--- config.mk ---
export PLATFORM = sky130hd
export DESIGN_NAME = uart_tx_flat
export DESIGN_NICKNAME = d
export VERILOG_FILES = /design/src/rtl/uart_tx_if.sv /design/src/rtl/uart_tx.sv /design/src/flat_wrapper.sv
export SDC_FILE = /design/constraint.sdc
export NUM_CORES = 1
export LEC_CHECK = 0
export CAP_MARGIN = 5
export CORE_MARGIN = 3
export CORE_UTILIZATION = 40
export CTS_BUF_LIST = sky130_fd_sc_hd__clkbuf_8
export CTS_CLUSTER_DIAMETER = 100
export CTS_CLUSTER_SIZE = 28
export DETAILED_ROUTE_END_ITERATION = 7
export PLACE_DENSITY = 0.62
export SLEW_MARGIN = 10
export SYNTH_ARGS = -nofsm -noshare
export SYNTH_HDL_FRONTEND = slang
export SYNTH_SLANG_ARGS = --single-unit
--- constraint.sdc ---
create_clock -name clk -period 4.85 [get_ports clk]
set_clock_uncertainty 0.1 [all_clocks]
set_input_delay 0.97 -clock clk [delete_from_list [all_inputs] [get_ports clk]]
set_output_delay 0.97 -clock clk [all_outputs]
set_load 0.01 [all_outputs]
--- src/rtl/uart_tx_if.sv ---
// uart_tx_if: byte handshake between upstream logic and the UART transmitter.
//   tx_valid  upstream has a byte to send
//   tx_data   byte to send (DATA_BITS wide), sampled on handshake only
//   tx_ready  transmitter can accept a byte this cycle
// master: upstream producer; slave: the transmitter.
interface uart_tx_if #(
  parameter int DATA_BITS = 8
);
  logic                 tx_valid;
  logic [DATA_BITS-1:0] tx_data;
  logic                 tx_ready;

  modport master (output tx_valid, output tx_data, input tx_ready);
  modport slave  (input tx_valid, input tx_data, output tx_ready);
endinterface

--- src/rtl/uart_tx.sv ---
// uart_tx: serialises one byte per handshake into an asynchronous frame:
// start bit (0), DATA_BITS data bits LSB first, stop bit (1). Each bit lasts
// CLKS_PER_BIT clocks. The line idles high and is driven from a register.
// Ports:
//   clk      system clock, everything on posedge
//   reset    synchronous, active-high
//   s_if     byte handshake (tx_valid/tx_data in, tx_ready out)
//   tx       serial line, idle high
//   tx_busy  high during START/DATA/STOP
//   tx_done  one-cycle pulse in the first IDLE cycle after a frame
module uart_tx #(
  parameter int CLKS_PER_BIT = 4,
  parameter int DATA_BITS    = 8
) (
  input  logic      clk,
  input  logic      reset,
  uart_tx_if.slave  s_if,
  output logic      tx,
  output logic      tx_busy,
  output logic      tx_done
);

  localparam int CW = (CLKS_PER_BIT > 1) ? $clog2(CLKS_PER_BIT) : 1;
  localparam int BW = (DATA_BITS > 1) ? $clog2(DATA_BITS) : 1;
  localparam logic [CW-1:0] CLK_LAST = CW'(CLKS_PER_BIT - 1);
  localparam logic [BW-1:0] BIT_LAST = BW'(DATA_BITS - 1);

  typedef enum logic [1:0] {
    IDLE,
    START,
    DATA,
    STOP
  } state_t;

  state_t               r_state   = IDLE;
  logic                 r_tx      = 1'b1;
  logic                 r_busy    = 1'b0;
  logic                 r_done    = 1'b0;
  logic [CW-1:0]        r_clk_cnt = '0;
  logic [BW-1:0]        r_bit_cnt = '0;
  logic [DATA_BITS-1:0] r_shift   = '0;

  logic                 w_clk_term;
  logic [DATA_BITS-1:0] w_shift_next;

  assign w_clk_term   = (r_clk_cnt == CLK_LAST);
  assign w_shift_next = r_shift >> 1;

  // Ready is masked by reset directly so it is low during the reset cycles.
  assign s_if.tx_ready = (r_state == IDLE) && !reset;
  assign tx            = r_tx;
  assign tx_busy       = r_busy;
  assign tx_done       = r_done;

  always_ff @(posedge clk) begin
    if (reset) begin
      r_state   <= IDLE;
      r_tx      <= 1'b1;
      r_busy    <= 1'b0;
      r_done    <= 1'b0;
      r_clk_cnt <= '0;
      r_bit_cnt <= '0;
    end else begin
      r_done <= 1'b0;
      case (r_state)
        IDLE: begin
          r_tx <= 1'b1;
          // In IDLE with reset low, tx_ready is high, so valid alone means handshake.
          if (s_if.tx_valid) begin
            r_shift   <= s_if.tx_data;
            r_state   <= START;
            r_tx      <= 1'b0;
            r_busy    <= 1'b1;
            r_clk_cnt <= '0;
            r_bit_cnt <= '0;
          end
        end
        START: begin
          if (w_clk_term) begin
            r_clk_cnt <= '0;
            r_state   <= DATA;
            r_tx      <= r_shift[0];
          end else begin
            r_clk_cnt <= r_clk_cnt + CW'(1);
          end
        end
        DATA: begin
          if (w_clk_term) begin
            r_clk_cnt <= '0;
            r_shift   <= w_shift_next;
            if (r_bit_cnt == BIT_LAST) begin
              r_state <= STOP;
              r_tx    <= 1'b1;
            end else begin
              r_bit_cnt <= r_bit_cnt + BW'(1);
              // Next bit is taken from the post-shift value so tx stays registered.
              r_tx      <= w_shift_next[0];
            end
          end else begin
            r_clk_cnt <= r_clk_cnt + CW'(1);
          end
        end
        STOP: begin
          if (w_clk_term) begin
            r_clk_cnt <= '0;
            r_bit_cnt <= '0;
            r_state   <= IDLE;
            r_busy    <= 1'b0;
            r_done    <= 1'b1;
          end else begin
            r_clk_cnt <= r_clk_cnt + CW'(1);
          end
        end
        default: begin
          r_state <= IDLE;
          r_tx    <= 1'b1;
          r_busy  <= 1'b0;
        end
      endcase
    end
  end

endmodule

--- src/flat_wrapper.sv ---
// flat-port wrapper written by rule: the top's interface ports become plain ports
module uart_tx_flat 
#(
  parameter int CLKS_PER_BIT = 4,
  parameter int DATA_BITS    = 8
)
  (clk, reset, tx, tx_busy, tx_done, s_if_tx_valid, s_if_tx_data, s_if_tx_ready);
  uart_tx_if #(.DATA_BITS(DATA_BITS)) s_if_i ();
  input  logic clk;
  input  logic reset;
  output logic tx;
  output logic tx_busy;
  output logic tx_done;
  input wire logic [$bits(s_if_i.tx_valid)-1:0] s_if_tx_valid;
  input wire logic [$bits(s_if_i.tx_data)-1:0] s_if_tx_data;
  output wire logic [$bits(s_if_i.tx_ready)-1:0] s_if_tx_ready;
  assign s_if_i.tx_valid = s_if_tx_valid;
  assign s_if_i.tx_data = s_if_tx_data;
  assign s_if_tx_ready = s_if_i.tx_ready;
  uart_tx #(.CLKS_PER_BIT(CLKS_PER_BIT), .DATA_BITS(DATA_BITS)) u_core (.clk(clk), .reset(reset), .s_if(s_if_i), .tx(tx), .tx_busy(tx_busy), .tx_done(tx_done));
endmodule
==> results of run 1 <==
-- power breakdown --
group / switching (W) / internal [W]
sequential: 0.0000214 / 0.000200
combinational: 0.000123 / 0.000124
clock: 0.0000466 / 0.0000562
total: 0.000191 / 0.000379
-- layout make-up --
cell class	instances	area, µm²
inverters	5	18.8
flip-flops and latches	18	440
multi-input cells	66	507
clock buffers	3	41.3
fillers	208	1090
clock inverters	1	3.75
repair buffers	14	140
well taps	28	35.0
-- critical path, stage by stage --
cell and delay (ns):
clkdlybuf4s50_1 0.63, nor2b_1 0.20, clkdlybuf4s50_1 0.55
-- sequential cells by signal (all words and copies together) (netlist names) --
register and flops:
u_core.r_shift 8, u_core.tx 1, u_core.r_clk_cnt 2, u_core.r_bit_cnt 3, u_core.tx_busy 1, u_core.tx_done 1
u_core.r_state 2
-- layout by cell type (no fill, tap or decap) --
cell,Yosys,routed
o21ai_1,3,3
nand2_1,5,5
dfxtp_1,10,10
mux2i_1,2,2
or4b_4,1,1
and2b_2,1,1
a22o_1,1,1
nand2b_1,1,1
or3_1,1,1
or2_0,2,2
clkdlybuf4s50_1,0,14
ha_1,11,11
o21bai_1,1,1
o22ai_1,1,1
nor2_1,8,8
o41ai_1,1,1
nor2b_4,1,1
and3b_1,1,1
a22oi_1,1,1
clkbuf_8,0,3
edfxtp_1,8,8
a21oi_1,9,9
nor2b_1,3,3
clkinv_1,0,1
o21ai_0,1,1
or3_4,1,1
nor3_1,2,2
inv_1,5,5
mux2_2,7,7
nand3b_1,1,1
-- routing by layer --
metal,vias up,global-route usage [%],routed length [µm]
met4,0,6.25,37
met3,5,3.04,72
met1,318,15.8,796
li1,351,-,-
met5,-,0,0
met2,15,19.3,789
-- cell families (layout without fill, tap and decap cells) --
group / after synthesis / count (layout) / synth area share, %
flops: 18 / 18 / 45.0
fa+ha+maj: 11 / 11 / 14.1
compound gates: 18 / 18 / 10.6
mux: 9 / 9 / 10.1
simple gates: 28 / 28 / 17.0
buf+inv: 7 / 23 / 3.20
-- per-stage QoR --
step	hold slack (ns)	setup WS (ns)	std cells
floorplan	0.336	2.59	91
global placement	0.343	1.45	131
detailed placement	0.351	1.43	131
CTS	0.359	1.41	135
global route	0.387	1.32	135
finish	0.357	1.43	135
-- path summary, 6_finish.rpt --
path,startpoint,endpoint,depth (start not counted)
min reg2reg,u_core.r_bit_cnt[2],u_core.r_bit_cnt[2],2
max reg2reg,u_core.r_state[0],u_core.r_shift[4],4
min,u_core.r_bit_cnt[2],u_core.r_bit_cnt[2],2
max,reset,s_if_tx_ready,3
-- cell usage after synthesis --
cell type and instances:
a21oi_1 9, a22o_1 1, a22oi_1 1, and2b_2 1, and3b_1 1, buf_2 1
buf_4 1, dfxtp_1 10, edfxtp_1 8, ha_1 11, inv_1 5, mux2_2 7
mux2i_1 2, nand2_1 5, nand2b_1 1, nand3b_1 1, nor2_1 8, nor2b_1 3
nor2b_4 1, nor3_1 2, o21ai_0 1, o21ai_1 3, o21bai_1 1, o22ai_1 1
o41ai_1 1, or2_0 2, or3_1 1, or3_4 1, or4b_4 1
==> impl_metrics.ini, run 1 <==
[floorplan]
start_util_pct = 43.0
std_cell_rows = 17
die_area_um2 = 3080
die_x_um = 55.5
core_um2 = 2280
die_h_um = 55.5
pin_count = 15

[synth]
syn_inst = 91
yosys_warnings = 0
syn_area_um2 = 978
avgSynthCellArea_um2 = 10.8
synth_top_cell_area_share_pct = 24.6
synth-seq-cells = 18
synth_area_leader_cell = edfxtp_1
syn-num-nets = 113
synth.area.top_cells = edfxtp_1 (25%), dfxtp_1 (20%), ha_1 (14%), mux2_2 (8.1%), a21oi_1 (4.6%)
yosysSeqAreaShare_pct = 45.0
synth.distinct_cells = 29

[place]
io_buffers = 14
hpwl_um = 1270
placed_cell_area_um2 = 1140
place_congestion = 0.731

[cts]
clk_latency_ns = 0.25
cts-root-buf = clkbuf_8
cts_resized = 0
cts_buffers = 3
hold_buffers = 0
clk_pin_slew_ns = 0.06
clock_path_buffers = 2
cts_tree = yes
cts_num_sinks = 18
postCtsSetupBuffers = 0
htreeDepth = 1

[critical_path]
path_class = in2out
critPathRequiredTime_ns = 3.78
worst-endpoint-arrival_ns = 2.35
crit_path_end_kind = primary output
r2r_slack_ns = 2.40
startpoint_type = input port
cp_max_fo = 13

[layout]
drive_gt1_share_pct = 13.1
final_area_um2 = 1190
layout.nets = 130
final_util_pct = 52.1
n_antenna_cell = 0
area_delta_synth_final_pct = 21.2

[sta]
tightest_slew_ns = 1.02
min_period_ns = 3.42
fmax_mhz = 292
finalSetupViolations = 0
final-max-slew-violation-count = 0
rsz0062_at_grt = false
fin_setup_tns_ns = 0
hold_viol = 0
fin_crit_sh_pct = 70.6
relSlewSlack_pct = 31.7

[drt]
dr.pass1.iters = 4
ant_nets = 0
routed_wl_um = 1700
first_iter_violations = 6
via_count = 689
vias_per_cell = 5.10
drc = 0
routedWlPerCell_um = 12.6

[global_routing]
antenna_found_initial = 0
grt_max_degree = 14
grt_pass1_vias = 695
track_usage_pct = 12.4
overflow = 0
grt_pass1_wl_um = 2980

[pwr]
peakVddDrop_mv = 0.300
leakagePower_nw = 0.477
power_density_nw_per_um2 = 481
p_total_w = 0.000570

[outcome]
status = completed

[worst_hold_path]
hold_class = reg2reg

[run]
drv_cap = 0
(Power assumes the default switching activity.)
==> run 2, diff against run 1 <==
- PLACE_DENSITY: 0.62 -> 0.65
- clock period: 4.85 -> 2.9 ns (I/O delays scaled with it)
==> run 2 against run 1 <==
  * Wire length increased by 2.9%
  * Clock-buffer cell count did not move
  * First-iteration DRC count is the same
  * Total power up 71%
  * Critical path depth grew 1
  * Register-to-register slack worse by 1.6 ns
  * Largest cell class unchanged
  * Largest power group unchanged
==> impl_metrics.ini, run 2 (same netlist as run 1, synthesis figures left out) <==
[layout]
layout_common_cells = clkdlybuf4s50_1 (14), ha_1 (11), dfxtp_1 (10), a21oi_1 (9)
drive_gt1_share_pct = 14.7
nFillCells = 206
n_antenna_cell = 0
area_delta_synth_final_pct = 22.8
largest-register = u_core.r_shift
reg_top3 = u_core.r_shift: 8 flops, u_core.r_bit_cnt: 3 flops
layout.nets = 132
largest_reg_flops = 8
layout_commonest_cell = clkdlybuf4s50_1
final_util_pct = 52.8

[critical_path]
rr_startpoint = u_core.r_state[0]
cp_max_fo = 7
critPathRequiredTime_ns = 2.22
path_class = reg2out
startpoint_type = flip-flop
reg2reg_depth = 6
timing.rr.end = u_core.r_bit_cnt[2]
r2r_slack_ns = 0.81
worst-endpoint-arrival_ns = 1.78
crit_path_end_kind = primary output

[floorplan]
pin_count = 15
die_area_um2 = 3080
die_x_um = 55.5
std_cell_rows = 17
start_util_pct = 43.0
die_h_um = 55.5
core_um2 = 2280

[sta]
relSlewSlack_pct = 65.7
fin_setup_tns_ns = 0
tightest_slew_ns = 0.515
final_critical_path_setup_slack_ns = 0.438
rsz0062_at_grt = false
hold_viol = 0
finalSetupViolations = 0
fin_crit_sh_pct = 84.9
min_period_ns = 2.46
final-max-slew-violation-count = 0
fmax_mhz = 406

[global_routing]
grt_pass1_wl_um = 3020
overflow = 0
track_usage_pct = 12.5
grt_max_degree = 14
antenna_found_initial = 0
grt_pass1_vias = 724

[place]
pre_cts_ws_ns = 0.557
io_buffers = 14
hpwl_um = 1350
place_congestion = 0.750

[cts]
clk_latency_ns = 0.25
cts_num_sinks = 18
cts_buffers = 3
postCtsSetupBuffers = 0
cts_tree = yes
cts_resized = 0
hold_buffers = 0
clk_pin_slew_ns = 0.07
htreeDepth = 1
cts-root-buf = clkbuf_8
clock_path_buffers = 2

[drt]
ant_nets = 0
drc = 0
vias_per_cell = 5.21
via_count = 714
routedWlPerCell_um = 12.7
dr.pass1.iters = 4
first_iter_violations = 6
routed_wl_um = 1750

[worst_hold_path]
hold_class = reg2reg
worstHoldStart = u_core.r_bit_cnt[1]
hold-path-endpoint = u_core.r_bit_cnt[1]
min_path_cells = 2

[pwr]
power_density_nw_per_um2 = 810
leakagePower_nw = 0.487
peakVddDrop_mv = 0.539
p_total_w = 0.000972

[run]
drv_cap = 0

[outcome]
status = completed
[run 2: worst max path at each step]
| stage | start | endpoint | depth (start not counted) |
|---|---|---|---|
| after floorplan | u_core.r_state[0] | u_core.r_shift[0] | 5 |
| after CTS | u_core.r_state[1] | s_if_tx_ready | 4 |
| after global routing | u_core.r_state[1] | s_if_tx_ready | 4 |
| final | u_core.r_state[1] | s_if_tx_ready | 4 |
| after detailed placement | s_if_tx_valid | u_core.r_bit_cnt[1] | 5 |
| after global placement | s_if_tx_valid | u_core.r_bit_cnt[2] | 5 |
[run 2: worst max-delay path, cell delays in order, from the launching register on]
cell and delay (ns):
dfxtp_1 0.36, inv_1 0.14, ha_1 0.32, nor2b_1 0.16, clkdlybuf4s50_1 0.54
[run 2: metrics by stage]
stage	area, µm²	cells	hold slack (ns)
4_1_cts	1200	137	0.360
3_5_place_dp	1160	133	0.351
2_1_floorplan	978	91	0.336
6_report	1200	137	0.360
3_3_place_gp	1160	133	0.344
5_1_grt	1200	137	0.379
[run 2: power breakdown]
part | internal, W | leakage [nW] | switching [W]
registers | 0.000333 | 0.156 | 0.0000365
clock network | 0.0000941 | 0.0231 | 0.0000823
logic | 0.000214 | 0.307 | 0.000213
total | 0.000641 | 0.487 | 0.000332
[run 2: cell type report]
class | instances | area (µm²) | area share [%]
multi-input cells | 66 | 507 | 42.2
flip-flops and latches | 18 | 440 | 36.7
repair buffers | 16 | 155 | 12.9
clock buffers | 3 | 41.3 | 3.44
well taps | 28 | 35.0 | 2.92
inverters | 5 | 18.8 | 1.56
clock inverters | 1 | 3.75 | 0.313
[run 2: metal layers]
metal  wire length [µm]  up-vias  global-route usage, %
met3                101        4                   5.61
met5                  0        -                      0
li1                   -      358                      -
met4                 26        0                   5.21
met1                778      332                   14.4
met2                838       20                   19.9
==> RTL edit 1 (flow settings as in run 1) <==
The 4 states of `state_t` get a Gray code encoding in 2 bits.
--- a/src/rtl/uart_tx.sv
+++ b/src/rtl/uart_tx.sv
@@ -27,8 +27,8 @@
 
   typedef enum logic [1:0] {
-    IDLE,
-    START,
-    DATA,
-    STOP
+    IDLE  = 2'b00,
+    START = 2'b01,
+    DATA  = 2'b11,
+    STOP  = 2'b10
   } state_t;
 
Function: no difference found for any inputs over 10 cycles, from zero or initial values and one cycle with reset high; not proved beyond that.
==> RTL edit 1 against run 1 <==
Wire length rose by 0.53%. Register-to-register slack gained 130 ps. Count of clock-buffer cells in the layout unchanged. Total power up 8.6%. Sequential cell count unchanged. Setup slack improved by 130 ps. Cell area rose by 1.6%. Synthesized area up 0.77%. Combinational power increased by 12%. Critical path type unchanged.
==> RTL edit 1: results (changes against run 1) <==
metric,value,unit,change
Comb power frac,44.3,%,was 43.2%
RD Place Congestion,0.7893,,was 0.7314
nets,125,,was 130
number of global-route vias before repair,677,,was 695
Final non-clock buffer share,12.25,%,was 11.81%
worst endpoint data arrival time,2220,ps,was 2350 ps
All-Layer GR Usage,12.19,%,was 12.35%
met1 Use GR,16.18,%,was 15.79%
maximum vdd drop,0.2822,mV,was 0.2997 mV
largest net degree at the start of global routing,17,,was 14
commonest cells in the netlist,"dfxtp_1 (10), ha_1 (10), edfxtp_1 (8), mux2_2 (7)",,"was ha_1 (11), dfxtp_1 (10), a21oi_1 (9), edfxtp_1 (8), nor2_1 (8)"
fraction of area in registers,36.55,%,was 37.13%
Seq pwr share,38.3,%,was 38.8%
crit path max fanout,16,,was 13
comb_multi_in,62,,was 66
antenna violations before repair,0,,unchanged
Worst path max stage delay,540,ps,was 630 ps
global-route wire length before repair,3.015,mm,was 2.980 mm
clock network share of area,3.738,%,was 3.797%
detailed placer's ending HPWL,1.272,mm,was 1.267 mm
routed wl met2,774,um,was 789 um
met2 Usage GRT,18.58,%,was 19.26%
leakage,0.4570,nW,was 0.4766 nW
total power,0.0006194,W,was 0.0005702 W
area of the multi-input gates,521.8,um2,was 506.7 um2
share of cells above drive strength 1,19.42,%,was 13.08%
Syn Nets,107,,was 113
Worst slew margin,32.47,%,was 31.73%
met3 usage,2.552,%,was 3.037%
switch share,36.45,%,was 33.47%
"top cells by area, synth","edfxtp_1 (24%), dfxtp_1 (20%), ha_1 (13%)",,"was edfxtp_1 (25%), dfxtp_1 (20%), ha_1 (14%)"
FF+latch count,18,,unchanged
status,finished clean,,unchanged
FILL cells,203,,was 208
Signal buffers,15,,was 14
met3 WL,58,um,was 72 um
via count,695,,was 689
inverter count,4,,was 5
drt total wl,1.704,mm,was 1.695 mm
==> RTL edit 1: changes by cell type in the layout (fill, tap and decap cells not counted), moves of 3 or more <==
| cell | run 1 | this run |
|---|---|---|
| nor2_1 | 8 | 3 |
| a21oi_1 | 9 | 3 |
| a211oi_1 | 0 | 4 |
| nor3_1 | 2 | 6 |
| nand2b_1 | 1 | 6 |
| o21ai_1 | 3 | 0 |
==> RTL edit 1: final timing paths <==
kind,end,slack [ps],cells after the start
worst max-delay path,s_if_tx_ready,1560,4
worst min register to register,u_core.r_bit_cnt[2]$_SDFFE_PP0P_,390,2
worst max register to register,u_core.r_shift[2]$_DFFE_PP_,2530,5
worst min-delay path,u_core.r_bit_cnt[2]$_SDFFE_PP0P_,390,2
==> RTL edit 1: cell families (layout without fill, tap and decap cells) <==
| logic type | after synthesis | count (layout) | synth area share, % |
|---|---|---|---|
| AO/OA/AOI/OAI | 16 | 16 | 13.58 |
| flip-flops | 18 | 18 | 44.67 |
| adder cells (fa/ha/maj) | 10 | 10 | 12.69 |
| AND/OR/NAND/NOR | 27 | 27 | 16.62 |
| multiplexers | 9 | 9 | 10.03 |
| buffers and inverters | 6 | 23 | 2.410 |
==> RTL edit 1: per-stage QoR <==
| step | instances | util, % | instance area (um2) | setup slack (ps) | hold slack [ps] |
|---|---|---|---|---|---|
| 5_1_grt | 131 | 52.94 | 1205 | 1497 | 411.1 |
| 6_report | 131 | 52.94 | 1205 | 1560 | 386.9 |
| 4_1_cts | 131 | 52.94 | 1205 | 1546 | 392.2 |
| 3_3_place_gp | 127 | 50.96 | 1160 | 1575 | 369.9 |
| 2_1_floorplan | 86 | - | 985.9 | 2421 | 355.0 |
| 3_5_place_dp | 127 | 50.96 | 1160 | 1540 | 374.3 |
==> RTL edit 2 (config.mk and constraints of run 1) <==
Made on the original files. `DATA_BITS` is set to 8 in 3 places; all go to 32.
--- a/src/rtl/uart_tx_if.sv
+++ b/src/rtl/uart_tx_if.sv
@@ -5,5 +5,5 @@
 // master: upstream producer; slave: the transmitter.
 interface uart_tx_if #(
-  parameter int DATA_BITS = 8
+  parameter int DATA_BITS = 32
 );
   logic                 tx_valid;
--- a/src/rtl/uart_tx.sv
+++ b/src/rtl/uart_tx.sv
@@ -11,5 +11,5 @@
 module uart_tx #(
   parameter int CLKS_PER_BIT = 4,
-  parameter int DATA_BITS    = 8
+  parameter int DATA_BITS    = 32
 ) (
   input  logic      clk,
--- a/src/flat_wrapper.sv
+++ b/src/flat_wrapper.sv
@@ -3,5 +3,5 @@
 #(
   parameter int CLKS_PER_BIT = 4,
-  parameter int DATA_BITS    = 8
+  parameter int DATA_BITS    = 32
 )
   (clk, reset, tx, tx_busy, tx_done, s_if_tx_valid, s_if_tx_data, s_if_tx_ready);
Interface: changed (resized s_if_tx_data); port bits go from 15 to 39. The function was not compared with the original's and may differ.
==> RTL edit 2 against run 1 <==
Sequential share of layout area rose by 9.5 points. Cell area rose by 120%. Wire length rose by 100%. Die area rose by 95%. Clock power rose by 99%. Fmax fell by 1.4%. Setup slack got worse by 50 ps. Sequential cell count rose by 26. Total power rose by 110%. First-iteration DRC count rose to 5.2 times the old value. Sequential power rose to 2.6 times the old value. Synthesized area rose by 110%. Synthesized cell count rose by 63%.
==> RTL edit 2: results (changes against run 1) <==
metric,value,unit,change
status,finished clean,,unchanged
number of global-route vias before repair,1302,,was 695
global-route wire length before repair,5.865,mm,was 2.980 mm
sequential share of the synthesized area,58.68,%,was 45.01%
DR vias/cell,4.878,,was 5.104
Post-Syn Instances,148,,was 91
Synth Flop Type,edfxtp_1,,was dfxtp_1
largest net degree at the start of global routing,44,,was 14
Worst-Skew Late Latency,280,ps,was 250 ps
commonest cells in the netlist,"edfxtp_1 (32), mux2_2 (31), dfxtp_1 (12), a21oi_1 (9), ha_1 (8)",,"was ha_1 (11), dfxtp_1 (10), a21oi_1 (9), edfxtp_1 (8), nor2_1 (8)"
detailed placer's ending HPWL,2.394,mm,was 1.267 mm
via count,1244,,was 689
CTS Buf Count,5,,was 3
share of cells above drive strength 1,23.40,%,was 13.08%
P_sw,0.0003528,W,was 0.0001909 W
area post-placement,2497,um2,was 1141 um2
Post-Place Cells,248,,was 131
Starting DRT DRC Count,31,,was 6
RD Place Congestion,0.7032,,was 0.7314
met3 WL,221,um,was 72 um
Reg2Reg Depth,5,,was 4
hold depth,1,,was 2
IO Port Bufs,38,,was 14
All-Layer GR Usage,12.26,%,was 12.35%
HP Class,flop to flop,,unchanged
DR pass1 iterations,6,,was 4
maximum vdd drop,0.2180,mV,was 0.2997 mV
routed wl met2,1.740,mm,was 789 um
Worst slew margin,35.72,%,was 31.73%
"top cells by area, synth","edfxtp_1 (47%), mux2_2 (17%), dfxtp_1 (12%)",,"was edfxtp_1 (25%), dfxtp_1 (20%), ha_1 (14%)"
Syn Nets,191,,was 113
nets,231,,was 130
routed metal-1 wire length,1.476,mm,was 796 um
Post-synth EDFFs,32,,was 8
drt total wl,3.454,mm,was 1.695 mm
FILL cells,422,,was 208
crit path max fanout,15,,was 13
htree depth,2,,was 1
RTL edit 2: area by class of cell:
class	instances	area, um2	share of cell area [%]
inverters	4	15.01	0.5834
flip-flops and latches	44	1201	46.67
well taps	67	83.83	3.257
multi-input cells	94	809.5	31.45
clock buffers	5	68.82	2.674
clock inverters	2	7.507	0.2917
repair buffers	39	387.9	15.07
RTL edit 2: worst paths after layout:
check	from	to	slack, ps
max	reset	s_if_tx_ready	1380
min reg2reg	u_core.r_bit_cnt[3]$_SDFFE_PP0P_	u_core.r_bit_cnt[3]$_SDFFE_PP0P_	390
max reg2reg	u_core.r_state[0]$_SDFFE_PP0P_	u_core.r_shift[28]$_DFFE_PP_	2370
min	u_core.r_bit_cnt[3]$_SDFFE_PP0P_	u_core.r_bit_cnt[3]$_SDFFE_PP0P_	390
RTL edit 2: critical path, cell delays in order:
cell	delay, ps
clkdlybuf4s50_1	680
nor2b_1	200
clkdlybuf4s50_1	550
RTL edit 2: cells by family after synthesis:
logic type	share of synthesized area, %
compound gates	7.029
fa+ha+maj	4.890
buf+inv	2.139
flops	58.68
mux	18.03
simple gates	9.230
RTL edit 2: metal layers:
metal | vias to the layer above | global-route usage [%]
li1 | 623 | -
met1 | 592 | 14.49
met2 | 27 | 20.73
met3 | 2 | 4.524
met4 | 0 | 3.737
met5 | - | 0
RTL edit 2: stage by stage:
stage	hold WS [ps]	setup slack, ps
6_report	393.2	1378
5_1_grt	416.8	1319
4_1_cts	390.6	1378
3_5_place_dp	374.9	1379
3_3_place_gp	353.8	1405
2_1_floorplan	342.5	866.8
RTL edit 2: power by group through the flow:
stage                     registers, W  logic, W  clock network [W]
after floorplan               0.000578  0.000306                  0
after global placement        0.000578  0.000400                  0
after detailed placement      0.000582  0.000416                  0
after CTS                     0.000575  0.000420           0.000215
after global routing          0.000584  0.000460           0.000233
final                         0.000574  0.000412           0.000205
